==> src/rtl/sprite_rom_arbiter_if.sv <==
// Request/ROM/response bundle between the sprite renderers, the shared ROM and the arbiter.
// The master side drives requests and ROM data; the slave side is the arbiter.
interface sprite_rom_arbiter_if #(
  parameter int N_REQ  = 4,
  parameter int ADDR_W = 10,
  parameter int DATA_W = 8
);
  logic                      enable;
  logic [N_REQ-1:0]          req_valid;
  logic [N_REQ*ADDR_W-1:0]   req_addr;
  logic [N_REQ-1:0]          req_ready;
  logic [ADDR_W-1:0]         rom_address;
  logic [DATA_W-1:0]         rom_q;
  logic [N_REQ-1:0]          rsp_valid;
  logic [DATA_W-1:0]         rsp_data;
  logic                      busy;

  modport master (
    output enable, req_valid, req_addr, rom_q,
    input  req_ready, rom_address, rsp_valid, rsp_data, busy
  );

  modport slave (
    input  enable, req_valid, req_addr, rom_q,
    output req_ready, rom_address, rsp_valid, rsp_data, busy
  );
endinterface

==> src/rtl/sprite_rom_arbiter.sv <==
// Round-robin share of one sprite ROM; response is strobed ROM_LAT+1 edges after the accept edge.
// One accept per cycle, req_ready gated only by enable; responses are never stalled.
module sprite_rom_arbiter #(
  parameter int N_REQ   = 4,
  parameter int ADDR_W  = 10,
  parameter int DATA_W  = 8,
  parameter int ROM_LAT = 1
) (
  input  logic                 vga_clk,
  input  logic                 reset_n,
  sprite_rom_arbiter_if.slave  bus
);
  localparam int PTR_W  = (N_REQ > 1) ? $clog2(N_REQ) : 1;
  localparam int STAGES = ROM_LAT + 1;
  localparam logic [N_REQ-1:0] ONE_HOT0 = N_REQ'(1);
  localparam logic [PTR_W-1:0] LAST_ID  = PTR_W'(N_REQ - 1);

  logic [ADDR_W-1:0] addr_arr [N_REQ];
  logic [PTR_W-1:0]  ptr_q;
  logic [PTR_W-1:0]  ptr_next;
  logic              grant_any;
  logic [PTR_W-1:0]  grant_id;
  logic [N_REQ-1:0]  grant_vec;

  logic [STAGES-1:0] tag_vld;
  logic [PTR_W-1:0]  tag_id [STAGES];

  logic [ADDR_W-1:0] rom_address_q;
  logic [N_REQ-1:0]  rsp_valid_q;
  logic [DATA_W-1:0] rsp_data_q;

  for (genvar g = 0; g < N_REQ; g++) begin : g_addr
    assign addr_arr[g] = bus.req_addr[g*ADDR_W +: ADDR_W];
  end

  // Two passes give the wrapped search: first the indices at or above the
  // pointer, then everything from 0 (upper hits are already taken by then).
  always_comb begin
    grant_any = 1'b0;
    grant_id  = '0;
    grant_vec = '0;
    if (bus.enable) begin
      for (int i = 0; i < N_REQ; i++) begin
        if (!grant_any && (i >= int'(ptr_q)) && bus.req_valid[i]) begin
          grant_any = 1'b1;
          grant_id  = PTR_W'(i);
        end
      end
      for (int i = 0; i < N_REQ; i++) begin
        if (!grant_any && bus.req_valid[i]) begin
          grant_any = 1'b1;
          grant_id  = PTR_W'(i);
        end
      end
      if (grant_any) begin
        grant_vec = ONE_HOT0 << grant_id;
      end
    end
  end

  always_comb begin
    ptr_next = ptr_q;
    if (grant_any) begin
      ptr_next = (grant_id == LAST_ID) ? '0 : grant_id + 1'b1;
    end
  end

  always_ff @(posedge vga_clk or negedge reset_n) begin
    if (!reset_n) begin
      ptr_q         <= '0;
      rom_address_q <= '0;
      tag_vld       <= '0;
      for (int s = 0; s < STAGES; s++) begin
        tag_id[s] <= '0;
      end
    end else begin
      ptr_q <= ptr_next;
      if (grant_any) begin
        rom_address_q <= addr_arr[grant_id];
      end
      tag_vld   <= {tag_vld[STAGES-2:0], grant_any};
      tag_id[0] <= grant_id;
      for (int s = 1; s < STAGES; s++) begin
        tag_id[s] <= tag_id[s-1];
      end
    end
  end

  // The last tag stage lines up with the ROM word for that address.
  always_ff @(posedge vga_clk or negedge reset_n) begin
    if (!reset_n) begin
      rsp_valid_q <= '0;
      rsp_data_q  <= '0;
    end else if (tag_vld[STAGES-1]) begin
      rsp_valid_q <= ONE_HOT0 << tag_id[STAGES-1];
      rsp_data_q  <= bus.rom_q;
    end else begin
      rsp_valid_q <= '0;
    end
  end

  assign bus.req_ready   = grant_vec;
  assign bus.rom_address = rom_address_q;
  assign bus.rsp_valid   = rsp_valid_q;
  assign bus.rsp_data    = rsp_data_q;
  assign bus.busy        = |tag_vld;
endmodule

==> src/flat_wrapper.sv <==
// flat-port wrapper written by rule: the top's interface ports become plain ports
module sprite_rom_arbiter_flat 
#(
  parameter int N_REQ   = 4,
  parameter int ADDR_W  = 10,
  parameter int DATA_W  = 8,
  parameter int ROM_LAT = 1
)
  (vga_clk, reset_n, bus_enable, bus_req_valid, bus_req_addr, bus_rom_q, bus_req_ready, bus_rom_address, bus_rsp_valid, bus_rsp_data, bus_busy);
  sprite_rom_arbiter_if #(.N_REQ(N_REQ), .ADDR_W(ADDR_W), .DATA_W(DATA_W)) bus_i ();
  input  logic vga_clk;
  input  logic reset_n;
  input wire logic [$bits(bus_i.enable)-1:0] bus_enable;
  input wire logic [$bits(bus_i.req_valid)-1:0] bus_req_valid;
  input wire logic [$bits(bus_i.req_addr)-1:0] bus_req_addr;
  input wire logic [$bits(bus_i.rom_q)-1:0] bus_rom_q;
  output wire logic [$bits(bus_i.req_ready)-1:0] bus_req_ready;
  output wire logic [$bits(bus_i.rom_address)-1:0] bus_rom_address;
  output wire logic [$bits(bus_i.rsp_valid)-1:0] bus_rsp_valid;
  output wire logic [$bits(bus_i.rsp_data)-1:0] bus_rsp_data;
  output wire logic [$bits(bus_i.busy)-1:0] bus_busy;
  assign bus_i.enable = bus_enable;
  assign bus_i.req_valid = bus_req_valid;
  assign bus_i.req_addr = bus_req_addr;
  assign bus_i.rom_q = bus_rom_q;
  assign bus_req_ready = bus_i.req_ready;
  assign bus_rom_address = bus_i.rom_address;
  assign bus_rsp_valid = bus_i.rsp_valid;
  assign bus_rsp_data = bus_i.rsp_data;
  assign bus_busy = bus_i.busy;
  sprite_rom_arbiter #(.N_REQ(N_REQ), .ADDR_W(ADDR_W), .DATA_W(DATA_W), .ROM_LAT(ROM_LAT)) u_core (.vga_clk(vga_clk), .reset_n(reset_n), .bus(bus_i));
endmodule
==> config.mk <==
export PLATFORM = sky130hd
export DESIGN_NAME = sprite_rom_arbiter_flat
export DESIGN_NICKNAME = d
export VERILOG_FILES = /design/src/rtl/sprite_rom_arbiter_if.sv /design/src/rtl/sprite_rom_arbiter.sv /design/src/flat_wrapper.sv
export SDC_FILE = /design/constraint.sdc
export NUM_CORES = 1
export LEC_CHECK = 0
export ABC_CLOCK_PERIOD_IN_PS = 3600
export BUFFER_PORTS_ARGS = -buffer_cell sky130_fd_sc_hd__buf_4
export CAP_MARGIN = 20
export CORE_UTILIZATION = 47
export CTS_CLUSTER_DIAMETER = 120
export DETAILED_ROUTE_END_ITERATION = 8
export PLACE_DENSITY = 0.85
export SETUP_SLACK_MARGIN = 0.3
export SLEW_MARGIN = 20
export SYNTH_ARGS = -nofsm -noshare
export SYNTH_HDL_FRONTEND = slang
export SYNTH_SLANG_ARGS = --single-unit
==> constraint.sdc <==
create_clock -name vga_clk -period 3.6 [get_ports vga_clk]
set_input_delay 0.72 -clock vga_clk [delete_from_list [all_inputs] [get_ports vga_clk]]
set_output_delay 0.72 -clock vga_clk [all_outputs]
set_load 0.01 [all_outputs]
# --- Word-level counts from Yosys, hierarchy flattened ---
# Cells that the tools add are included.
word_totals:
  ff_bits: 30
  input_bits: 55
  out_inout_bits: 27
op_classes:
  shift: 2
  n_reduce_logical: 18
  bitwise: 1
  n_lt_le_gt_ge: 4
  n_addsub: 1
  muxes: 33
  eq_ne: 1
op_table:
  columns: ["op", "count"]
  rows:
  - ["10-bit binary-select mux with 2-bit select", 1]
  - ["10-bit 2-to-1 mux", 2]
  - ["1-bit 2-to-1 mux", 18]
  - ["2-bit 2-to-1 mux", 9]
  - ["4-bit 2-to-1 mux", 3]
  - ["1-bit logical AND", 10]
  - ["1-bit by 2-bit left shift with 4-bit output (first input constant)", 2]
  - ["1-bit zero test", 7]
  - ["1-bit by 2-bit greater-or-equal comparator with 1-bit output (first input constant)", 2]
  - ["3-bit greater-or-equal comparator (second input constant)", 1]
  - ["2-bit NOT with 3-bit output", 1]
  - ["2-bit by 1-bit adder with 2-bit output (second input constant)", 1]
  - ["2-bit == test (second input constant)", 1]
  - ["2-bit greater-or-equal comparator (first input constant)", 1]
  - ["2-bit OR reduction", 1]

# --- Depth between registers and ports, before layout ---
# Gate-level depths: netlist of the first run.
depth:
  depth_word: 39
  ltp_mapped: 6

# --- Least setup slack after synthesis of the first run ---
# No wires, ideal clock.
synth_path:
  kind: "input -> output"
  from: "input bus_req_valid[2]"
  to: "output bus_req_ready[0]"
  t_required_ps: 2880
  arrival_time_ps: 1710
  n_path_buf: 1
  setup_slack_ps: 1170
  cell_stages: 5
  path_cell_list: "nor2b_1 > o21bai_1 > o22ai_2 > buf_8 > nor3_1"
synth_between:
  elab_chain_cells: 26
  elab_cells_between_ends: 33
  classes_between: "1 x shift; 21 x mux; 11 x reduce/logical"
synth_rtl:
  columns: ["element", "line", "source"]
  rows:
  - ["start, declared", "flat_wrapper.sv:14", "input wire logic [$bits(bus_i.req_valid)-1:0] bus_req_valid;"]
  - ["1-bit logical AND", "sprite_rom_arbiter.sv:44", "if (!grant_any && (i >= int'(ptr_q)) && bus.req_valid[i]) begin"]
  - ["1-bit 2-to-1 mux", "sprite_rom_arbiter.sv:44", null]
  - ["1-bit 2-to-1 mux", "sprite_rom_arbiter.sv:42", "if (bus.enable) begin"]
  - ["1-bit zero test", "sprite_rom_arbiter.sv:44", null]
  - ["1-bit logical AND", "sprite_rom_arbiter.sv:44", null]
  - ["1-bit 2-to-1 mux", "sprite_rom_arbiter.sv:44", null]
  - ["1-bit 2-to-1 mux", "sprite_rom_arbiter.sv:42", null]
  - ["1-bit zero test", "sprite_rom_arbiter.sv:50", "if (!grant_any && bus.req_valid[i]) begin"]
  - ["[... 10 more ...]", null, null]
  - ["1-bit 2-to-1 mux", "sprite_rom_arbiter.sv:42", null]
  - ["1-bit zero test", "sprite_rom_arbiter.sv:50", null]
  - ["1-bit logical AND", "sprite_rom_arbiter.sv:50", null]
  - ["2-bit 2-to-1 mux", "sprite_rom_arbiter.sv:50", null]
  - ["2-bit 2-to-1 mux", "sprite_rom_arbiter.sv:42", null]
  - ["1-bit by 2-bit left shift with 4-bit output", "sprite_rom_arbiter.sv:56", "grant_vec = ONE_HOT0 << grant_id;"]
  - ["4-bit 2-to-1 mux *", "sprite_rom_arbiter.sv:55", "if (grant_any) begin"]
  - ["4-bit 2-to-1 mux *", "sprite_rom_arbiter.sv:42", null]
  - ["end, declared", "flat_wrapper.sv:17", "output wire logic [$bits(bus_i.req_ready)-1:0] bus_req_ready;"]
# Every way passes the cells marked *; elsewhere a longest branch is shown, timed or not. The select of a mux whose other input is x is not followed.

# --- Worst setup path after layout of the first run ---
layout_path:
  from: "input bus_req_valid[2]"
  to: "output bus_req_ready[1]"
# Same word-level chain as after synthesis.

==> flow_metrics.py, run 1 <==
metrics = {
    "power": {
        "cell_internal_pwr_mw": 0.7570,
        "pwr_density_cell_mw_per_mm2": 534.4,
        "p_leak_nw": 1.126,
        "switching_share_pct": 33.36,
        "p_clk_share_pct": 17.0,
        "p_sw_mw": 0.3790,
        "total_power_mw": 1.136,
        "seq_power_share_pct": 42.2,
        "p_comb_share_pct": 40.8,
        "vdd_ir_drop_max_uv": 350.1,
    },
    "synth": {
        "synth_cells": 120,
        "synthArstFlopShare_pct": 100.0,
        "yosysSeqAreaShare_pct": 51.72,
        "synth_edf_count": 0,
        "yosysWarnings": 0,
        "ys_types": 30,
        "ys_seq_elements": 30,
        "synth_ff_type": "dfrtp_1",
        "synth_area_per_cell_sq_um": 12.09,
        "syn_area_sq_mm": 0.001451,
        "syn_nets": 175,
    },
    "worst_setup_path": {
        "path_class": "input port to output port",
        "reg2reg_depth": 5,
        "critPathArrivalTime_ns": 1.91,
        "path_max_fanout": 13,
        "cp-start-kind": "input port",
        "cp.required_ns": 2.88,
        "r2r-start": "u_core.ptr_q[1]",
        "startpoint": "bus_req_valid[2]",
        "worst_setup_path_end_kind": "output port",
        "rr_endpoint": "u_core.bus.rom_address[6]",
        "r2r_slack_ns": 1.80,
    },
    "status": {
        "outcome": "finished with violations",
        "violations": "design-rule violations",
    },
    "clock_tree": {
        "clock-sinks": 30,
        "postCtsHoldBufs": 0,
        "tritoncts": "yes",
        "clkTransAtPathRegs_ns": 0.09,
        "clock_path_buffers": 2,
        "cts_made_buffers": 5,
        "insertion_delay_ns": 0.32,
        "cts-root-buf": "clkbuf_4",
        "cts_setup_buffers": 0,
        "cts-resized-gates": 0,
        "cts_max_level": 2,
    },
    "place": {
        "dp_slack_ns": 0.9655,
        "gp_congestion": 0.7358,
        "placed_cell_area_sq_mm": 0.002074,
        "dp.cells": 229,
        "numPortBuffers": 81,
        "place_hpwl_um": 2516,
    },
    "sta": {
        "hold_viol": 0,
        "whs_ns": 0.3061,
        "fin_setup_tns_ns": 0,
        "slew-limit-headroom_pct": 71.43,
        "min_period_over_period_pct": 72.96,
        "grt_setup_unrepaired": "no",
        "layout_setup_ws_ns": 0.9733,
        "fmax_mhz": 380.7,
        "drv_slew": 0,
        "fin_crit_ns": 2.627,
        "worstMarginPinSlew_ns": 0.4286,
        "setup_violations": 0,
        "finClkSkew_ns": 0.003595,
    },
    "die": {
        "core_sq_mm": 0.002829,
        "die_x_um": 57.57,
        "die_area_sq_mm": 0.003314,
        "rows": 19,
        "ioPinCount": 82,
        "dieHeight_um": 57.57,
        "start_util_pct": 51.30,
    },
    "route": {
        "ant_nets": 0,
        "vias": 1290,
        "wl_um": 3304,
        "avgRoutedWirePerCell_um": 14.06,
        "vias_per_cell": 5.489,
        "dr.pass1.iters": 7,
        "drc": 5,
        "drt-initial-drc-count": 45,
    },
    "cells_and_area": {
        "n_antenna_cell": 0,
        "fillCellCount": 191,
        "nets": 260,
        "syn2layout_area_growth_pct": 46.47,
        "layout-drive-gt1-share_pct": 50.00,
        "final_util_pct": 75.14,
        "stdcell_area_sq_mm": 0.002126,
        "final_cells": 235,
    },
    "job": {
        "drv_cap": 0,
    },
    "grt": {
        "grt_use_total_pct": 21.79,
        "antenna_found_initial": 0,
        "grt_max_degree": 31,
        "grt_pass1_vias": 1294,
        "grt-ovfl-total": 0,
        "grt_pass1_wl_um": 5361,
    },
    "hold_path": {
        "hold_class": "input port to async pin",
    },
}
-- per-layer routing --
layer  GRT usage [%]  part of all wire, %  vias up
li1                -                    -      609
met1           25.30                   40      606
met2           37.38                   50       71
met3           6.349                  8.5        4
met4           9.408                  1.0        0
met5               0                    0        -
-- flip-flops by register name, indices dropped and copies added, names as in the netlist --
register and count:
u_core.bus.rsp_valid 4, u_core.tag_vld 2, u_core.ptr_q 2, u_core.bus.rom_address 10
u_core.tag_id 4, u_core.bus.rsp_data 8
-- cells by family after synthesis --
family / share of synthesized area (%)
buffers and inverters: 3.965
flip-flops: 51.72
AO/OA/AOI/OAI: 15.26
AND/OR/NAND/NOR: 9.053
multiplexers: 20.00
-- worst max-delay path by stage --
| stage | end | slack [ns] | cells past startpoint |
|---|---|---|---|
| 2_1_floorplan | bus_req_ready[0] | 1.17 | 5 |
| 3_3_place_gp | bus_req_ready[1] | 1.01 | 6 |
| 4_1_cts | bus_req_ready[1] | 0.96 | 6 |
| 6_report | bus_req_ready[1] | 0.97 | 6 |
| 3_5_place_dp | bus_req_ready[1] | 0.97 | 6 |
| 5_1_grt | bus_req_ready[1] | 0.91 | 6 |
-- power groups by stage --
stage | Clock (mW) | Combinational [mW] | Sequential (mW)
4_1_cts | 0.198 | 0.468 | 0.478
3_5_place_dp | 0 | 0.468 | 0.482
2_1_floorplan | 0 | 0.249 | 0.499
5_1_grt | 0.213 | 0.501 | 0.489
3_3_place_gp | 0 | 0.455 | 0.481
6_report | 0.194 | 0.463 | 0.479
-- critical path, stage by stage --
cell and delay (ns):
buf_4 0.13, or2b_1 0.17, o21ai_2 0.07, o32a_4 0.49
nor2_1 0.18, buf_4 0.15
-- layout make-up --
| class | instances | area [sq um] | share of cell area (%) |
|---|---|---|---|
| tap | 31 | 38.79 | 1.825 |
| multi-input combinational | 80 | 643.1 | 30.25 |
| inverter | 5 | 18.77 | 0.8829 |
| clock buffer | 6 | 51.30 | 2.413 |
| sequential | 30 | 750.7 | 35.31 |
| timing repair buffer | 83 | 623.1 | 29.31 |
-- synth_stat cells (2+ instances only) --
cell type,number,area [sq um]
a21oi_1,2,10.01
clkbuf_1,2,7.510
dfrtp_1,30,750.7
inv_1,5,18.77
mux2_2,8,90.09
mux2i_1,20,200.2
nand2_1,15,56.30
nor2_1,5,18.77
nor3_1,2,10.01
o21ai_0,2,10.01
o221ai_1,10,87.58
-- cells in the final DEF, fill, tap and decap left out, drive strengths merged --
master,count
or2b,1
o41ai,1
nand2b,1
mux2,8
buf,83
and3,1
o211ai,1
nor3,2
o21bai,1
clkbuf,6
o32a,2
nor2,5
nor3b,1
o21ai,3
dfrtp,30
o32ai,1
o221ai,10
nand2,15
a21oi,2
mux2i,20
inv,5
or2,2
a211o,1
o22ai,1
nor2b,1
Note: power is estimated with default switching activity, not from simulation.
==> run 2, diff against run 1 <==
- ABC_AREA: unset -> 1
- ABC_CLOCK_PERIOD_IN_PS: 3600 -> 2300
- CORE_UTILIZATION: 47 -> 41
- PLACE_DENSITY: 0.85 -> 0.75
- clock period: 3.6 -> 2.3 ns (I/O delays scaled with it)
==> run 2 against run 1 <==
Compared with the run above:
- the flow now finishes without violations
- power increased by 51%
- worst hold slack worse by 0.22 ns
- cell area rose by 17%
- register-to-register slack lost 1.2 ns
- first-iteration DRC count increased by 140%
- clock power is 120% higher
- sequential share of layout area down 5.1 points
- critical path type is now flip-flop to output port
==> flow_metrics.py, run 2 <==
metrics = {
    "status": {
        "outcome": "finished, final reports clean",
    },
    "power": {
        "p_leak_nw": 1.523,
        "p_clk_share_pct": 24.5,
        "seq_power_share_pct": 38.7,
        "switching_share_pct": 33.59,
        "p_sw_mw": 0.5767,
        "pwr_density_cell_mw_per_mm2": 690.6,
        "p_comb_share_pct": 36.8,
        "vdd_ir_drop_max_uv": 317.9,
        "cell_internal_pwr_mw": 1.140,
    },
    "place": {
        "dp_slack_ns": 0.2876,
        "place_hpwl_um": 2971,
        "numPortBuffers": 81,
        "gp_congestion": 0.8656,
    },
    "route": {
        "avgRoutedWirePerCell_um": 10.22,
        "ant_nets": 0,
        "drt-initial-drc-count": 108,
        "wl_um": 3926,
        "vias": 1730,
        "dr.pass1.iters": 4,
        "drc": 0,
        "vias_per_cell": 4.505,
    },
    "cells_and_area": {
        "layout.cells.most_common": "nand2_1",
        "nets": 390,
        "final_cell_mix": "92 x nand2_1, 88 x buf_4, 49 x inv_1, 43 x nand3_1, 30 x dfrtp_1",
        "n_antenna_cell": 0,
        "layout-drive-gt1-share_pct": 33.33,
        "fillCellCount": 354,
        "syn2layout_area_growth_pct": 47.29,
        "largest_register_ffs": 10,
    },
    "sta": {
        "setup_violations": 0,
        "layout_setup_ws_ns": 0.2500,
        "min_period_over_period_pct": 89.13,
        "drv_slew": 0,
        "fin_setup_tns_ns": 0,
        "hold_viol": 0,
        "finClkSkew_ns": 0.005380,
        "grt_setup_unrepaired": "yes",
        "fmax_mhz": 487.8,
        "worstMarginPinSlew_ns": 0.3500,
        "fin_crit_ns": 2.050,
        "slew-limit-headroom_pct": 76.67,
    },
    "synth": {
        "synth_ff_type": "dfrtp_1",
        "yosysWarnings": 0,
        "ys_seq_elements": 30,
        "synthArstFlopShare_pct": 100.0,
        "synth_top_area_share_pct": 44.48,
        "synth_commonest_cells": "94 x nand2_1, 50 x inv_1, 44 x nand3_1",
        "synth_cells": 251,
        "yosysSeqAreaShare_pct": 44.48,
        "yosys.area.top_type": "dfrtp_1",
        "yosysMostFrequentCell": "nand2_1",
        "syn_area_sq_mm": 0.001688,
        "ys_types": 17,
        "synth_edf_count": 0,
        "syn_nets": 306,
        "synth_area_per_cell_sq_um": 6.725,
        "synthTopCellsByArea": "dfrtp_1 44%, nand2_1 21%, nand3_1 13%",
    },
    "clock_tree": {
        "tritoncts": "yes",
        "clock_path_buffers": 2,
        "postCtsHoldBufs": 0,
        "clkTransAtPathRegs_ns": 0.06,
        "clock-sinks": 30,
        "insertion_delay_ns": 0.28,
        "cts-root-buf": "clkbuf_8",
        "cts_max_level": 2,
        "cts_made_buffers": 5,
    },
    "worst_setup_path": {
        "cp.required_ns": 1.84,
        "critPathArrivalTime_ns": 1.59,
        "cp-start-kind": "flip-flop",
        "critical_path.endpoint": "bus_req_ready[0]",
        "startpoint": "u_core.ptr_q[0]",
        "worst_setup_path_end_kind": "output port",
        "worst_path_largest_cell_delay_ns": 0.37,
        "r2r-start": "u_core.ptr_q[0]",
        "path_class": "flip-flop to output port",
        "r2r_slack_ns": 0.57,
        "path_max_fanout": 3,
        "cp_slowest_cell": "dfrtp_1",
        "reg2reg_depth": 15,
        "rr_endpoint": "u_core.bus.rom_address[4]",
        "path_cells": "inv_2, nand2_2, nand2_4, a21oi_4, nand3_1, o21ai_2, inv_1, nand2_1, nor2_1, buf_4",
    },
    "grt": {
        "antenna_found_initial": 0,
        "grt-ovfl-total": 0,
        "grt_max_degree": 31,
        "grt_use_met1_pct": 24.48,
        "grtUsageMet3_pct": 5.172,
        "met2_usage_pct": 29.97,
        "grt.busiest_layer": "met2",
        "grt_pass1_wl_um": 6230,
        "grt_use_total_pct": 18.70,
        "grt_pass1_vias": 1455,
    },
    "die": {
        "start_util_pct": 44.43,
        "die_area_sq_mm": 0.004377,
        "core_sq_mm": 0.003799,
        "ioPinCount": 82,
        "rows": 22,
        "dieHeight_um": 66.16,
        "die_x_um": 66.16,
    },
    "hold_path": {
        "hold_class": "input port to async pin",
    },
    "job": {
        "drv_cap": 0,
    },
}
run 2: layer usage:
metal / vias to the layer above / wire (um)
li1: 919 / -
met1: 720 / 1752
met2: 88 / 1762
met3: 3 / 373
met4: 0 / 36
met5: - / 0
run 2: timing repair:
item	in CTS	in global routing
gates resized for setup	2	8
setup endpoints to repair	3	3
pin swaps	0	3
setup buffers	3	0
run 2: how the worst min path moves through the flow:
stage / start / to / cells after the start
floorplan: reset_n / u_core.bus.rom_address[0] / 0
global placement: u_core.tag_id[3] / u_core.tag_id[1] / 0
detailed placement: u_core.tag_id[3] / u_core.tag_id[1] / 0
CTS: reset_n / u_core.bus.rsp_valid[0] / 1
global route: reset_n / u_core.bus.rsp_valid[0] / 1
finish: reset_n / u_core.bus.rsp_valid[0] / 1
run 2: power by group through the flow:
stage          clock network (mW)  logic (mW)  registers, mW
2_1_floorplan                   0       0.311          0.694
3_3_place_gp                    0       0.594          0.669
3_5_place_dp                    0       0.598          0.672
4_1_cts                     0.433       0.616          0.664
5_1_grt                     0.457       0.707          0.676
6_report                    0.420       0.632          0.665
run 2: cells by family after synthesis:
group,share of synthesized area [%]
flops,44.48
buf+inv,15.05
compound gates,2.446
simple gates,38.03
run 2: through the flow:
stage | utilization, % | total power [mW] | hold slack, ns | cells | area [sq um]
detailed placement | 61.36 | 1.270 | 0.3358 | 373 | 2331
CTS | 64.59 | 1.713 | 0.09953 | 384 | 2454
global route | 65.45 | 1.839 | 0.1114 | 384 | 2486
finish | 65.45 | 1.717 | 0.08754 | 384 | 2486
global placement | 61.36 | 1.263 | 0.3345 | 373 | 2331
floorplan | - | 1.005 | 0.1644 | 251 | 1688
run 2: cell type report:
class                           count  area (sq um)  share of cell area [%]
Clock buffer                        7         86.33                   3.473
Timing Repair Buffer               88         660.6                   26.57
Clock inverter                      1         5.005                  0.2013
Sequential cell                    30         750.7                   30.20
Inverter                           53         198.9                   8.002
Multi-Input combinational cell    157         724.4                   29.14
Tap cell                           48         60.06                   2.416
run 2: critical path: cells and delay by family, from the launching register on:
| family | cells | cell delay, ns |
|---|---|---|
| AND/OR/NAND/NOR | 5 | 0.38 |
| flip-flops | 1 | 0.37 |
| AO/OA/AOI/OAI | 2 | 0.29 |
| buffers and inverters | 3 | 0.26 |
==> run 3, diff against run 2 <==
--- a/config.mk
+++ b/config.mk
@@ -10,3 +10,3 @@
 export BUFFER_PORTS_ARGS = -buffer_cell sky130_fd_sc_hd__buf_4
-export CAP_MARGIN = 20
+export CAP_MARGIN = 10
 export CORE_UTILIZATION = 41
@@ -14,3 +14,3 @@
 export DETAILED_ROUTE_END_ITERATION = 8
-export PLACE_DENSITY = 0.75
+export PLACE_DENSITY_LB_ADDON = 0.25
 export SETUP_SLACK_MARGIN = 0.3
==> constraint.sdc (replaced) <==
create_clock -name vga_clk -period 2.3 [get_ports vga_clk]
set_input_delay 0.345 -clock vga_clk [delete_from_list [all_inputs] [get_ports vga_clk]]
set_output_delay 0.345 -clock vga_clk [all_outputs]
set_load 0.01 [all_outputs]
==> run 3 against run 2 <==
Compared with the run above:
- register-to-register slack lost 0.04 ns
- combinational power shrank 0.9%
- clock-buffer cell count unchanged
- global-route usage up 1.7 points
- wire length grew 4.9%
- critical endpoint unchanged
- cell area is 0.80% lower
- clock skew fell by 0.0023 ns
- critical path type unchanged
==> flow_metrics.py, run 3 (synthesis gave the netlist of run 2 again) <==
metrics = {
    "status": {
        "outcome": "finished, final reports clean",
    },
    "route": {
        "ant_nets": 0,
        "dr.pass1.iters": 4,
        "wl_um": 4120,
        "vias": 1804,
        "drc": 0,
        "vias_per_cell": 4.686,
        "avgRoutedWirePerCell_um": 10.70,
        "drt-initial-drc-count": 44,
    },
    "worst_setup_path": {
        "worst_path_largest_cell_delay_ns": 0.37,
        "cp_common_cell": "nand2_2",
        "cp_slowest_cell": "dfrtp_1",
        "cp.required_ns": 1.96,
        "crit_buf_inv": 3,
        "worst_setup_path_end_kind": "output port",
        "critPathArrivalTime_ns": 1.61,
        "path_max_fanout": 5,
        "worst_path_dominant_cell_family": "flip-flops",
        "r2r-start": "u_core.ptr_q[0]",
        "path_class": "flip-flop to output port",
        "cp-start-kind": "flip-flop",
        "reg2reg_depth": 15,
        "path_cells": "inv_2, nand2_2, nand2_2, a21oi_4, nand3_1, o21ai_2, inv_4, nand2_1, nor2_1, buf_4",
        "r2r_slack_ns": 0.53,
        "rr_endpoint": "u_core.bus.rom_address[7]",
    },
    "cells_and_area": {
        "multi_input_area_sq_um": 699.4,
        "n_antenna_cell": 0,
        "largest_register_ffs": 10,
        "stdcell_area_sq_mm": 0.002466,
        "layout-drive-gt1-share_pct": 32.05,
        "nets": 392,
        "final-seq-area_sq_um": 750.7,
        "layout.cells.most_common": "nand2_1",
        "final_cell_mix": "94 x nand2_1, 89 x buf_4, 48 x inv_1, 44 x nand3_1, 30 x dfrtp_1",
        "fillCellCount": 371,
        "final_cells": 385,
        "syn2layout_area_growth_pct": 46.11,
    },
    "clock_tree": {
        "tritoncts": "yes",
        "insertion_delay_ns": 0.27,
        "cts_max_level": 2,
        "clock_path_buffers": 2,
        "clock-sinks": 30,
        "cts_made_buffers": 5,
        "cts-root-buf": "clkbuf_8",
        "clkTransAtPathRegs_ns": 0.06,
    },
    "sta": {
        "min_period_over_period_pct": 84.96,
        "setup_violations": 0,
        "drv_slew": 0,
        "whs_ns": 0.2785,
        "fin_setup_tns_ns": 0,
        "fmax_mhz": 511.7,
        "slew-limit-headroom_pct": 76.40,
        "grt_setup_unrepaired": "yes",
        "fin_crit_ns": 1.954,
        "worstMarginPinSlew_ns": 0.3540,
        "hold_viol": 0,
        "finClkSkew_ns": 0.003049,
    },
    "power": {
        "p_sw_mw": 0.5593,
        "p_comb_share_pct": 37.6,
        "switching_share_pct": 33.60,
        "seq_power_share_pct": 39.9,
        "pwr_density_cell_mw_per_mm2": 675.0,
        "vdd_ir_drop_max_uv": 418.0,
        "cell_internal_pwr_mw": 1.105,
        "p_leak_nw": 1.515,
        "p_clk_share_pct": 22.5,
    },
    "die": {
        "core_sq_mm": 0.003799,
        "die_x_um": 66.16,
        "rows": 22,
        "dieHeight_um": 66.16,
        "die_area_sq_mm": 0.004377,
        "ioPinCount": 82,
        "start_util_pct": 44.43,
    },
    "job": {
        "drv_cap": 0,
    },
    "hold_path": {
        "hold_class": "input port to flip-flop",
        "min_to": "u_core.bus.rsp_data[5]",
        "min_from": "bus_rom_q[5]",
        "min_path_cells": 3,
    },
    "place": {
        "placed_cell_area_sq_mm": 0.002323,
        "numPortBuffers": 81,
        "place_hpwl_um": 3133,
        "gp_congestion": 0.8067,
        "dp.cells": 372,
    },
    "grt": {
        "antenna_found_initial": 0,
        "grt_use_total_pct": 20.36,
        "grt_pass1_vias": 1575,
        "grt-ovfl-total": 0,
        "grt_pass1_wl_um": 6651,
        "grt_max_degree": 31,
    },
}
## run 3: per-layer routing
metal / share of wire [%] / up-vias / wire length (um) / track usage [%]
met5: 0 / - / 0 / 0
met4: 0.97 / 0 / 40 / 6.117
met3: 4.7 / 4 / 195 / 6.034
met2: 52 / 46 / 2127 / 36.73
met1: 43 / 828 / 1758 / 22.85
li1: - / 926 / - / -
## run 3: timing repair
| action | CTS | global route |
|---|---|---|
| buffers inserted | 2 | 3 |
| gates resized for setup | 3 | 3 |
| endpoints found under the hold margin | 30 | 0 |
| setup endpoints to repair | 3 | 3 |
| hold buffers | 1 | 0 |
| gates cloned | 0 | 0 |
| pin swaps | 0 | 1 |
## run 3: worst max path at each step
stage,startpoint,end,cells after the start
final,u_core.ptr_q[0],bus_req_ready[0],10
after global placement,bus_req_valid[0],bus_req_ready[0],10
after CTS,u_core.ptr_q[0],bus_req_ready[0],10
after detailed placement,bus_req_valid[1],bus_req_ready[0],10
after global routing,u_core.ptr_q[1],bus_req_ready[0],8
after floorplan,u_core.ptr_q[0],bus_req_ready[0],12
## run 3: area by class of cell
| cell class | count | share of cell area [%] |
|---|---|---|
| Multi-Input combinational cell | 157 | 28.36 |
| Inverter | 53 | 8.168 |
| Tap cell | 48 | 2.435 |
| Timing Repair Buffer | 90 | 27.50 |
| Clock buffer | 7 | 3.095 |
| Sequential cell | 30 | 30.44 |
## run 3: power groups by stage
stage	clock network [mW]	registers (mW)	logic [mW]
2_1_floorplan	0	0.694	0.311
3_3_place_gp	0	0.670	0.588
3_5_place_dp	0	0.671	0.602
4_1_cts	0.388	0.663	0.619
5_1_grt	0.417	0.672	0.698
6_report	0.374	0.665	0.626
## run 3: worst reg2reg max path: stages (launching register included)
cell	delay [ns]
dfrtp_1	0.39
inv_2	0.07
nand2_2	0.05
nand2_2	0.08
nand2_1	0.08
nand3_1	0.09
nand2_1	0.07
inv_2	0.05
nand2_2	0.06
buf_4	0.21
inv_2	0.17
nand2_1	0.07
nand3_1	0.08
nand2_1	0.05
nand2_1	0.07
nand2_1	0.05
## run 3: metrics by stage
step / setup slack, ns / power, mW / util, %
floorplan: 0.6654 / 1.005 / -
global placement: 0.4987 / 1.258 / 61.17
detailed placement: 0.4211 / 1.273 / 61.17
CTS: 0.3094 / 1.669 / 64.06
global route: 0.2209 / 1.787 / 64.92
finish: 0.3459 / 1.665 / 64.92
